File: config.mk
export PLATFORM = sky130hd
export DESIGN_NAME = wubsuit_clk_div
export DESIGN_NICKNAME = d
export VERILOG_FILES = /design/src/rtl/wubsuit_clk_div.sv
export SDC_FILE = /design/constraint.sdc
export NUM_CORES = 1
export LEC_CHECK = 0
export BUFFER_PORTS_ARGS = -buffer_cell sky130_fd_sc_hd__buf_2
export CAP_MARGIN = 5
export CORE_MARGIN = 10
export CORE_UTILIZATION = 50
export DETAILED_ROUTE_END_ITERATION = 10
export GPL_TIMING_DRIVEN = 0
export HOLD_SLACK_MARGIN = 0.02
export PLACE_DENSITY = 0.68
export REMOVE_ABC_BUFFERS = 1
export SYNTH_ARGS = -nofsm -noshare
export SYNTH_HDL_FRONTEND = slang
export SYNTH_SLANG_ARGS = --single-unit
File: constraint.sdc
create_clock -name FAB_CLK -period 1.44 [get_ports FAB_CLK]
set_clock_uncertainty 0.05 [all_clocks]
set_input_delay 0.072 -clock FAB_CLK [delete_from_list [all_inputs] [get_ports FAB_CLK]]
set_output_delay 0.072 -clock FAB_CLK [all_outputs]
set_load 0.02 [all_outputs]
File: src/rtl/wubsuit_clk_div.sv
// wubsuit_clk_div: multi-channel clock-enable divider; divisor changes apply only at a terminal count.
// Define WUBSUIT_CLKDIV_SYNC_EN to make SYNC realign all counters and apply pending divisors at once.
module wubsuit_clk_div #(
  parameter int NUM_CH    = 3,
  parameter int DIV_W     = 5,
  parameter int DIV_RESET = 3
) (
  input  logic              FAB_CLK,
  input  logic              RESET,
  input  logic              DIV_WE,
  input  logic [2:0]        DIV_SEL,
  input  logic [DIV_W-1:0]  DIV_VAL,
  input  logic              SYNC,
  output logic [NUM_CH-1:0] CE_OUT,
  output logic              LOCK
);
  typedef enum logic {IDLE, PENDING} st_t;
  st_t              st_q   [NUM_CH];
  st_t              st_d   [NUM_CH];
  logic [DIV_W-1:0] cnt_q  [NUM_CH];
  logic [DIV_W-1:0] cnt_d  [NUM_CH];
  logic [DIV_W-1:0] div_q  [NUM_CH];
  logic [DIV_W-1:0] div_d  [NUM_CH];
  logic [DIV_W-1:0] pend_q [NUM_CH];
  logic [DIV_W-1:0] pend_d [NUM_CH];
  logic [NUM_CH-1:0] tc;
  logic [NUM_CH-1:0] ce_q;
  logic              lock_q;
  logic              lock_d;
`ifndef WUBSUIT_CLKDIV_SYNC_EN
  logic sync_unused;
  assign sync_unused = SYNC;
`endif
  always_comb begin
    lock_d = 1'b1;
    for (int i = 0; i < NUM_CH; i++) begin
      tc[i]     = cnt_q[i] == div_q[i];
      cnt_d[i]  = tc[i] ? '0 : cnt_q[i] + 1'b1;
      // the pending divisor only lands at a period boundary, so no period is ever cut short
      div_d[i]  = (tc[i] && st_q[i] == PENDING) ? pend_q[i] : div_q[i];
      st_d[i]   = (tc[i] && st_q[i] == PENDING) ? IDLE : st_q[i];
`ifdef WUBSUIT_CLKDIV_SYNC_EN
      cnt_d[i]  = SYNC ? '0 : cnt_d[i];
      div_d[i]  = (SYNC && st_q[i] == PENDING) ? pend_q[i] : div_d[i];
      st_d[i]   = SYNC ? IDLE : st_d[i];
`endif
      // a write lands after any sync/TC reload, so it always stays pending
      pend_d[i] = (DIV_WE && DIV_SEL == 3'(i)) ? DIV_VAL : pend_q[i];
      st_d[i]   = (DIV_WE && DIV_SEL == 3'(i)) ? PENDING : st_d[i];
      lock_d    = lock_d & (st_q[i] == IDLE);
    end
  end
  always_ff @(posedge FAB_CLK) begin
    if (RESET) begin
      for (int i = 0; i < NUM_CH; i++) begin
        cnt_q[i]  <= '0;
        div_q[i]  <= DIV_W'(DIV_RESET);
        pend_q[i] <= DIV_W'(DIV_RESET);
        st_q[i]   <= IDLE;
      end
      ce_q   <= '0;
      lock_q <= 1'b0;
    end else begin
      cnt_q  <= cnt_d;
      div_q  <= div_d;
      pend_q <= pend_d;
      st_q   <= st_d;
      ce_q   <= tc;
      lock_q <= lock_d;
    end
  end
  assign CE_OUT = ce_q;
  assign LOCK   = lock_q;
endmodule

==> results of run 1 <==
## what timing repair did
action,4_1_cts,5_1_grt
buffers inserted,5,3
hold endpoints to repair,11,0
hold buffers,5,0
gates resized for setup,2,16
setup endpoints to repair,10,25
pin swaps,3,7
## where the power goes
group          internal (uW)  switching, uW  total, uW
registers               1480           41.7       1530
clock network            385            471        855
logic                    135            132        267
## metal layers
layer | global-route usage | vias up
li1 | - | 769
met5 | 0 | -
met1 | 0.139 | 678
met2 | 0.170 | 16
met4 | 0.0486 | 0
met3 | 0.0346 | 6
## worst max-delay path: cells and delay by family, from the launching register on
family	cells	cell delay, ns
simple gates	2	0.49
xor+xnor	1	0.13
mux	1	0.23
flops	1	0.40
## kinds of logic (layout without fill, tap and decap cells)
group / count (synthesis) / after routing / synth area share
XOR/XNOR: 24 / 24 / 0.119
flip-flops: 52 / 52 / 0.465
AND/OR/NAND/NOR: 85 / 85 / 0.224
adder cells (fa/ha/maj): 3 / 3 / 0.0168
AO/OA/AOI/OAI: 13 / 13 / 0.0403
buffers and inverters: 14 / 40 / 0.0268
multiplexers: 24 / 24 / 0.107
## cell usage in the layout (no fill, tap or decap), drive strengths merged, types with 2 or more instances in the layout
cell / Yosys / layout
dfxtp: 52 / 52
nor2: 33 / 33
mux2i: 24 / 24
buf: 4 / 22
nand2b: 17 / 17
xnor2: 16 / 16
nor3: 11 / 11
nand3: 8 / 8
xor2: 8 / 8
a211o: 6 / 6
clkbuf: 5 / 6
inv: 5 / 5
dlygate4sd3: 0 / 5
nor2b: 4 / 4
nor3b: 4 / 4
o21ai: 3 / 3
a21oi: 3 / 3
ha: 3 / 3
clkinv: 0 / 2
nand4: 2 / 2
## flip-flops by register name, indices dropped and copies added, names as in the netlist
name / flops
st_q: 3
LOCK: 1
div_q: 15
CE_OUT: 3
pend_q: 15
cnt_q: 15
## stage by stage
| step | std cells | hold slack [ns] | setup TNS, ns |
|---|---|---|---|
| after floorplan | 206 | 0.0911 | -0.182 |
| after global placement | 272 | 0.274 | -3.72 |
| after detailed placement | 272 | 0.280 | -1.29 |
| after CTS | 290 | 0.0630 | 0 |
| after global routing | 293 | 0.0828 | -0.140 |
| final | 293 | 0.0741 | 0 |
## area by class of cell
| type | instances | share of cell area |
|---|---|---|
| inverter | 5 | 0.00723 |
| clock inverter | 2 | 0.00386 |
| multi-input combinational | 149 | 0.453 |
| timing repair buffer | 27 | 0.0723 |
| tap | 52 | 0.0251 |
| sequential | 52 | 0.406 |
| clock buffer | 6 | 0.0318 |
## final timing paths
check	start	to	slack, ns	depth (start not counted)
setup / recovery	cnt_q[13]$_SDFF_PP0_	div_q[11]$_SDFFE_PP1P_	0.07	4
hold / removal	DIV_SEL[1]	st_q[2]$_SDFFE_PP0P_	0.07	4
setup reg to reg	cnt_q[13]$_SDFF_PP0_	div_q[11]$_SDFFE_PP1P_	0.07	4
hold reg to reg	st_q[0]$_SDFFE_PP0P_	LOCK$_SDFF_PP0_	0.41	1
==> summary.txt, run 1 <==
Outcome
  • Status: completed

Power and ir drop
  • PD cells: 1020 mW/mm^2
  • Leakage Power: 0.000945 uW
  • Power, Total: 2650 uW
  • Peak supply drop: 541 uV

Floorplan
  • Full die area: 0.00755 sq mm
  • Core Area: 0.00435 sq mm
  • Die Wd: 86.9 um
  • I/O Pins: 16
  • Initial Utilization: 0.514
  • Core Rows: 24
  • Die H: 86.9 um

Critical path
  • CP max-delay cell: dfxtp_1
  • Peak fanout along the critical path: 5
  • Critical Path Sink Type: flip-flop
  • Kind of critical path: reg -> reg
  • Crit start category: flip-flop
  • Slowest stage delay, CP: 0.40 ns
  • Critical path cell sequence: xnor2_1 -> nand3_1 -> nor2_2 -> mux2i_1
  • CP required: 1.63 ns
  • CP arrival: 1.56 ns

Worst hold path
  • Worst Hold Class: in -> reg

Detailed routing
  • Drt pass-1 iters: 4
  • Total routed wirelength: 3.93 mm
  • Wire length on met3: 133 um
  • Top Layer Used: met4
  • Met1 wire length: 1.89 mm
  • Met2 wire length: 1.85 mm
  • Via/cell ratio: 5.01
  • Iter 0 DRT Violations: 114
  • Residual DRC: 0
  • Routed Antenna Nets: 0
  • DR WL/cell: 13.4 um
  • DR vias: 1469

Synth
  • Top-count cell post-synth: dfxtp_1
  • Syn_area_per_cell: 10.4 sq um
  • FFs w/ async S/R, synth: 0
  • Cell count after synthesis: 215
  • Post-synth cell types: 31
  • Post-synth top flop: dfxtp_1
  • Top cell type's share of synthesized area: 0.465
  • Mapped cell area: 0.00224 sq mm
  • Post-synth top cells: dfxtp_1, nor2_1, mux2i_1
  • Yosys synthesis warning count: 0
  • Dominant cells by area after synthesis: dfxtp_1, mux2i_1, nor2_1
  • Synth Register Bits: 52
  • Post-synth EDFFs: 0
  • Seq/Total Area, Yosys: 0.465
  • Cell accounting for the most synthesized area: dfxtp_1

Timing
  • Max-slew violations: 0
  • Max-slew headroom: 0.343
  • RSZ-0062 raised after global routing: true
  • Final Hold Fails: 0
  • Final setup margin: 0.0698 ns
  • Slew @ Worst Pin: 0.985 ns
  • Max Freq: 730 MHz
  • Final min period: 1.37 ns
  • Setup violations, final: 0
  • Final worst path period share: 0.952

Placed design
  • Post-DP HPWL: 2.55 mm
  • RePlAce Congestion: 0.714
  • I/O Buffers: 14
  • Place WS: -0.188 ns
  • Post-DP Area: 0.00234 sq mm

Layout
  • Final Util: 0.596
  • P&R area growth vs syn: 16.0%
  • Fraction of layout cells with a size suffix above 1: 0.241
  • Fin nets: 255
  • Reg area: 0.00105 sq mm
  • Multi-input logic area: 0.00118 sq mm
  • Diodes inserted: 0
  • Post-route cell area: 0.00259 sq mm
  • Fillers: 376

GRT
  • Number of global-route vias before repair: 1477
  • First-pass GRT wire length: 6.76 mm
  • Initial antenna violation count: 0
  • Largest net degree at the start of global routing: 64
  • Total GRT Usage: 0.111
  • GRT overflow: 0

Clock network
  • Root Buffer: clkbuf_8
  • H-tree depth: 2
  • Clk buf depth: 2
  • Clock sink count: 52
  • Clock latency on the worst-skew pair: 0.30 ns
  • Clock slew at reported path FFs: 0.09 ns
  • CTS tree: built
  • CTS buffer count: 5

Job
  • Max cap viols: 0
Power figures use the tool's default switching activity.
==> inputs of run 2 (changes only) <==
Settings changed: CORE_ASPECT_RATIO from default to 1.2, RECOVER_POWER from default to 100.
==> run 2 against run 1 <==
  * Register-to-register slack worse by 0.05 ns
  * Routed wire length down 2.6%
  * Via count up 0.14%
  * Sequential share of layout area up 0.14 points
  * Non-clock buffer count down 2
  * Utilization up 0.78 points
  * Power about the same
  * First-iteration DRC count down 44%
  * Die area up 0.15%
  * Final cell count up 0.34%
  * Combinational power down 4%
  * Critical path type unchanged
  * Critical endpoint is now cnt_q[3]$_SDFF_PP0_
==> summary.txt, run 2 (synthesis gave the netlist of run 1 again) <==
Outcome
  • Status: completed

Power and ir drop
  • Power, Total: 2650 uW
  • Peak supply drop: 751 uV
  • Psw: 611 uW
  • Seq pwr share: 0.575
  • Leakage Power: 0.000921 uW
  • Net Sw Frac: 0.231
  • PD cells: 1020 mW/mm^2
  • Gate power share: 0.097
  • Int Pwr: 2040 uW
  • Clock share of power: 0.328

GRT
  • Number of global-route vias before repair: 1450
  • Total GRT Usage: 0.108
  • First-pass GRT wire length: 6.55 mm
  • GRT overflow: 0
  • Largest net degree at the start of global routing: 64
  • Initial antenna violation count: 0

Detailed routing
  • DR vias: 1471
  • Drt pass-1 iters: 6
  • DR WL/cell: 13.0 um
  • Total routed wirelength: 3.83 mm
  • Routed Antenna Nets: 0
  • Iter 0 DRT Violations: 64
  • Residual DRC: 0
  • Via/cell ratio: 5.00

Timing
  • Final min period: 1.42 ns
  • Max Freq: 705 MHz
  • Max-slew violations: 0
  • RSZ-0062 raised after global routing: true
  • Max-slew headroom: 0.359
  • Final Hold Fails: 0
  • Final worst path period share: 0.985
  • Final setup margin: 0.0213 ns
  • Setup violations, final: 0
  • Slew @ Worst Pin: 0.961 ns

Layout
  • Most frequent cells in the layout: dfxtp_1, nor2_1, mux2i_1, nand2b_1, buf_2
  • Fraction of layout cells with a size suffix above 1: 0.223
  • P&R area growth vs syn: 15.9%
  • Commonest non-fill, non-tap cell in the layout: dfxtp_1
  • Largest regs: cnt_q: 15 flops, div_q: 15 flops, pend_q: 15 flops
  • Fin nets: 253
  • Diodes inserted: 0
  • Post-route cell area: 0.00259 sq mm

Critical path
  • Critical path cell sequence: xnor2_4 -> nand4_4 -> buf_4 -> nor2_1 -> nor3_1
  • Top delay family on crit path: simple AND/OR/NAND/NOR gates
  • R2r startpoint: div_q[4]$_SDFFE_PP0P_
  • CP bufs+invs: 1
  • R2R setup slack: 0.02 ns
  • Cell count of the worst reg-to-reg path: 5
  • Critical Path Sink Type: flip-flop
  • CP arrival: 1.52 ns
  • CP max-delay cell: dfxtp_2
  • CP required: 1.54 ns
  • Peak fanout along the critical path: 4
  • Slowest stage delay, CP: 0.36 ns
  • Kind of critical path: reg -> reg
  • FF-to-FF End: cnt_q[3]$_SDFF_PP0_
  • Crit start category: flip-flop

Clock network
  • Root Buffer: clkbuf_8
  • Clock slew at reported path FFs: 0.09 ns
  • H-tree depth: 2
  • Clock sink count: 52
  • CTS tree: built
  • CTS buffer count: 5
  • Clock latency on the worst-skew pair: 0.30 ns
  • Clk buf depth: 2

Worst hold path
  • Min-delay src: DIV_SEL[1]
  • Hold Path End: st_q[2]$_SDFFE_PP0P_
  • Worst Hold Class: in -> reg
  • Min-Delay Path Depth: 4

Floorplan
  • Full die area: 0.00756 sq mm
  • Initial Utilization: 0.521
  • Core Rows: 26
  • Die H: 93.3 um
  • Die Wd: 81.1 um
  • I/O Pins: 16
  • Core Area: 0.00429 sq mm

Placed design
  • I/O Buffers: 14
  • Post-DP HPWL: 2.53 mm
  • RePlAce Congestion: 0.717
  • Post-DP Area: 0.00234 sq mm
  • Place WS: -0.158 ns

Job
  • Max cap viols: 0
==> run 2: cell count changes in the layout (fill, tap and decap cells not counted), moves of 2 or more <==
cell      previous run  this run
xnor2_2              7         5
dfxtp_2             11         7
buf_4                6         4
dfxtp_4              0         2
dfxtp_1             41        43
clkinv_2             2         0
==> run 2: area by class of cell <==
class / instances / area (sq um)
clock buffers: 7 / 96.3
repair buffers: 25 / 173
multi-input cells: 149 / 1180
fillers: 393 / 1700
well taps: 56 / 70.1
flip-flops and latches: 52 / 1060
inverters: 5 / 18.8
==> run 2: metrics by stage <==
step / util / hold WS [ns] / instances / TNS [ns]
after floorplan: - / 0.0911 / 206 / -0.182
after global placement: 0.544 / 0.279 / 276 / -3.38
after detailed placement: 0.545 / 0.280 / 276 / -1.21
after CTS: 0.585 / 0.0734 / 291 / -0.0137
after global routing: 0.604 / 0.115 / 294 / -0.254
final: 0.604 / 0.0806 / 294 / 0
==> run 2: what timing repair did <==
item	in CTS	in global routing
buffers inserted	3	3
pin swaps	2	8
gates resized for setup	2	17
gates cloned	0	0
hold endpoints to repair	11	0
hold buffers	5	0
endpoints found under the setup margin	10	20
==> run 2: worst min-delay path: cells and delay by family <==
family	cells	cell delay [ns]
buf+inv	2	0.18
simple gates	1	0.08
compound gates	1	0.05
==> run 2: power groups by stage <==
| stage | Combinational [uW] | Clock [uW] | Sequential [uW] |
|---|---|---|---|
| after floorplan | 144 | 0 | 1550 |
| after global placement | 219 | 0 | 1550 |
| after detailed placement | 224 | 0 | 1560 |
| after CTS | 235 | 901 | 1520 |
| after global routing | 287 | 956 | 1530 |
| final | 257 | 868 | 1520 |
==> run 2: how the worst max path moves through the flow <==
stage | startpoint | cells after the start | to | slack (ns)
2_1_floorplan | DIV_WE | 3 | pend_q[0]$_SDFFE_PP1P_ | -0.08
3_3_place_gp | DIV_SEL[0] | 4 | pend_q[0]$_SDFFE_PP1P_ | -0.55
3_5_place_dp | DIV_SEL[0] | 4 | pend_q[1]$_SDFFE_PP1P_ | -0.16
4_1_cts | cnt_q[9]$_SDFF_PP0_ | 5 | div_q[8]$_SDFFE_PP0P_ | -0.01
5_1_grt | div_q[4]$_SDFFE_PP0P_ | 5 | div_q[1]$_SDFFE_PP1P_ | -0.05
6_report | div_q[4]$_SDFFE_PP0P_ | 5 | cnt_q[3]$_SDFF_PP0_ | 0.02
==> run 2: layer usage <==
layer,up-vias,track usage,part of all wire
met4,0,0.0390,0.0078
met1,678,0.135,0.47
met5,-,0,0
met3,4,0.0383,0.038
met2,21,0.164,0.48
li1,768,-,-
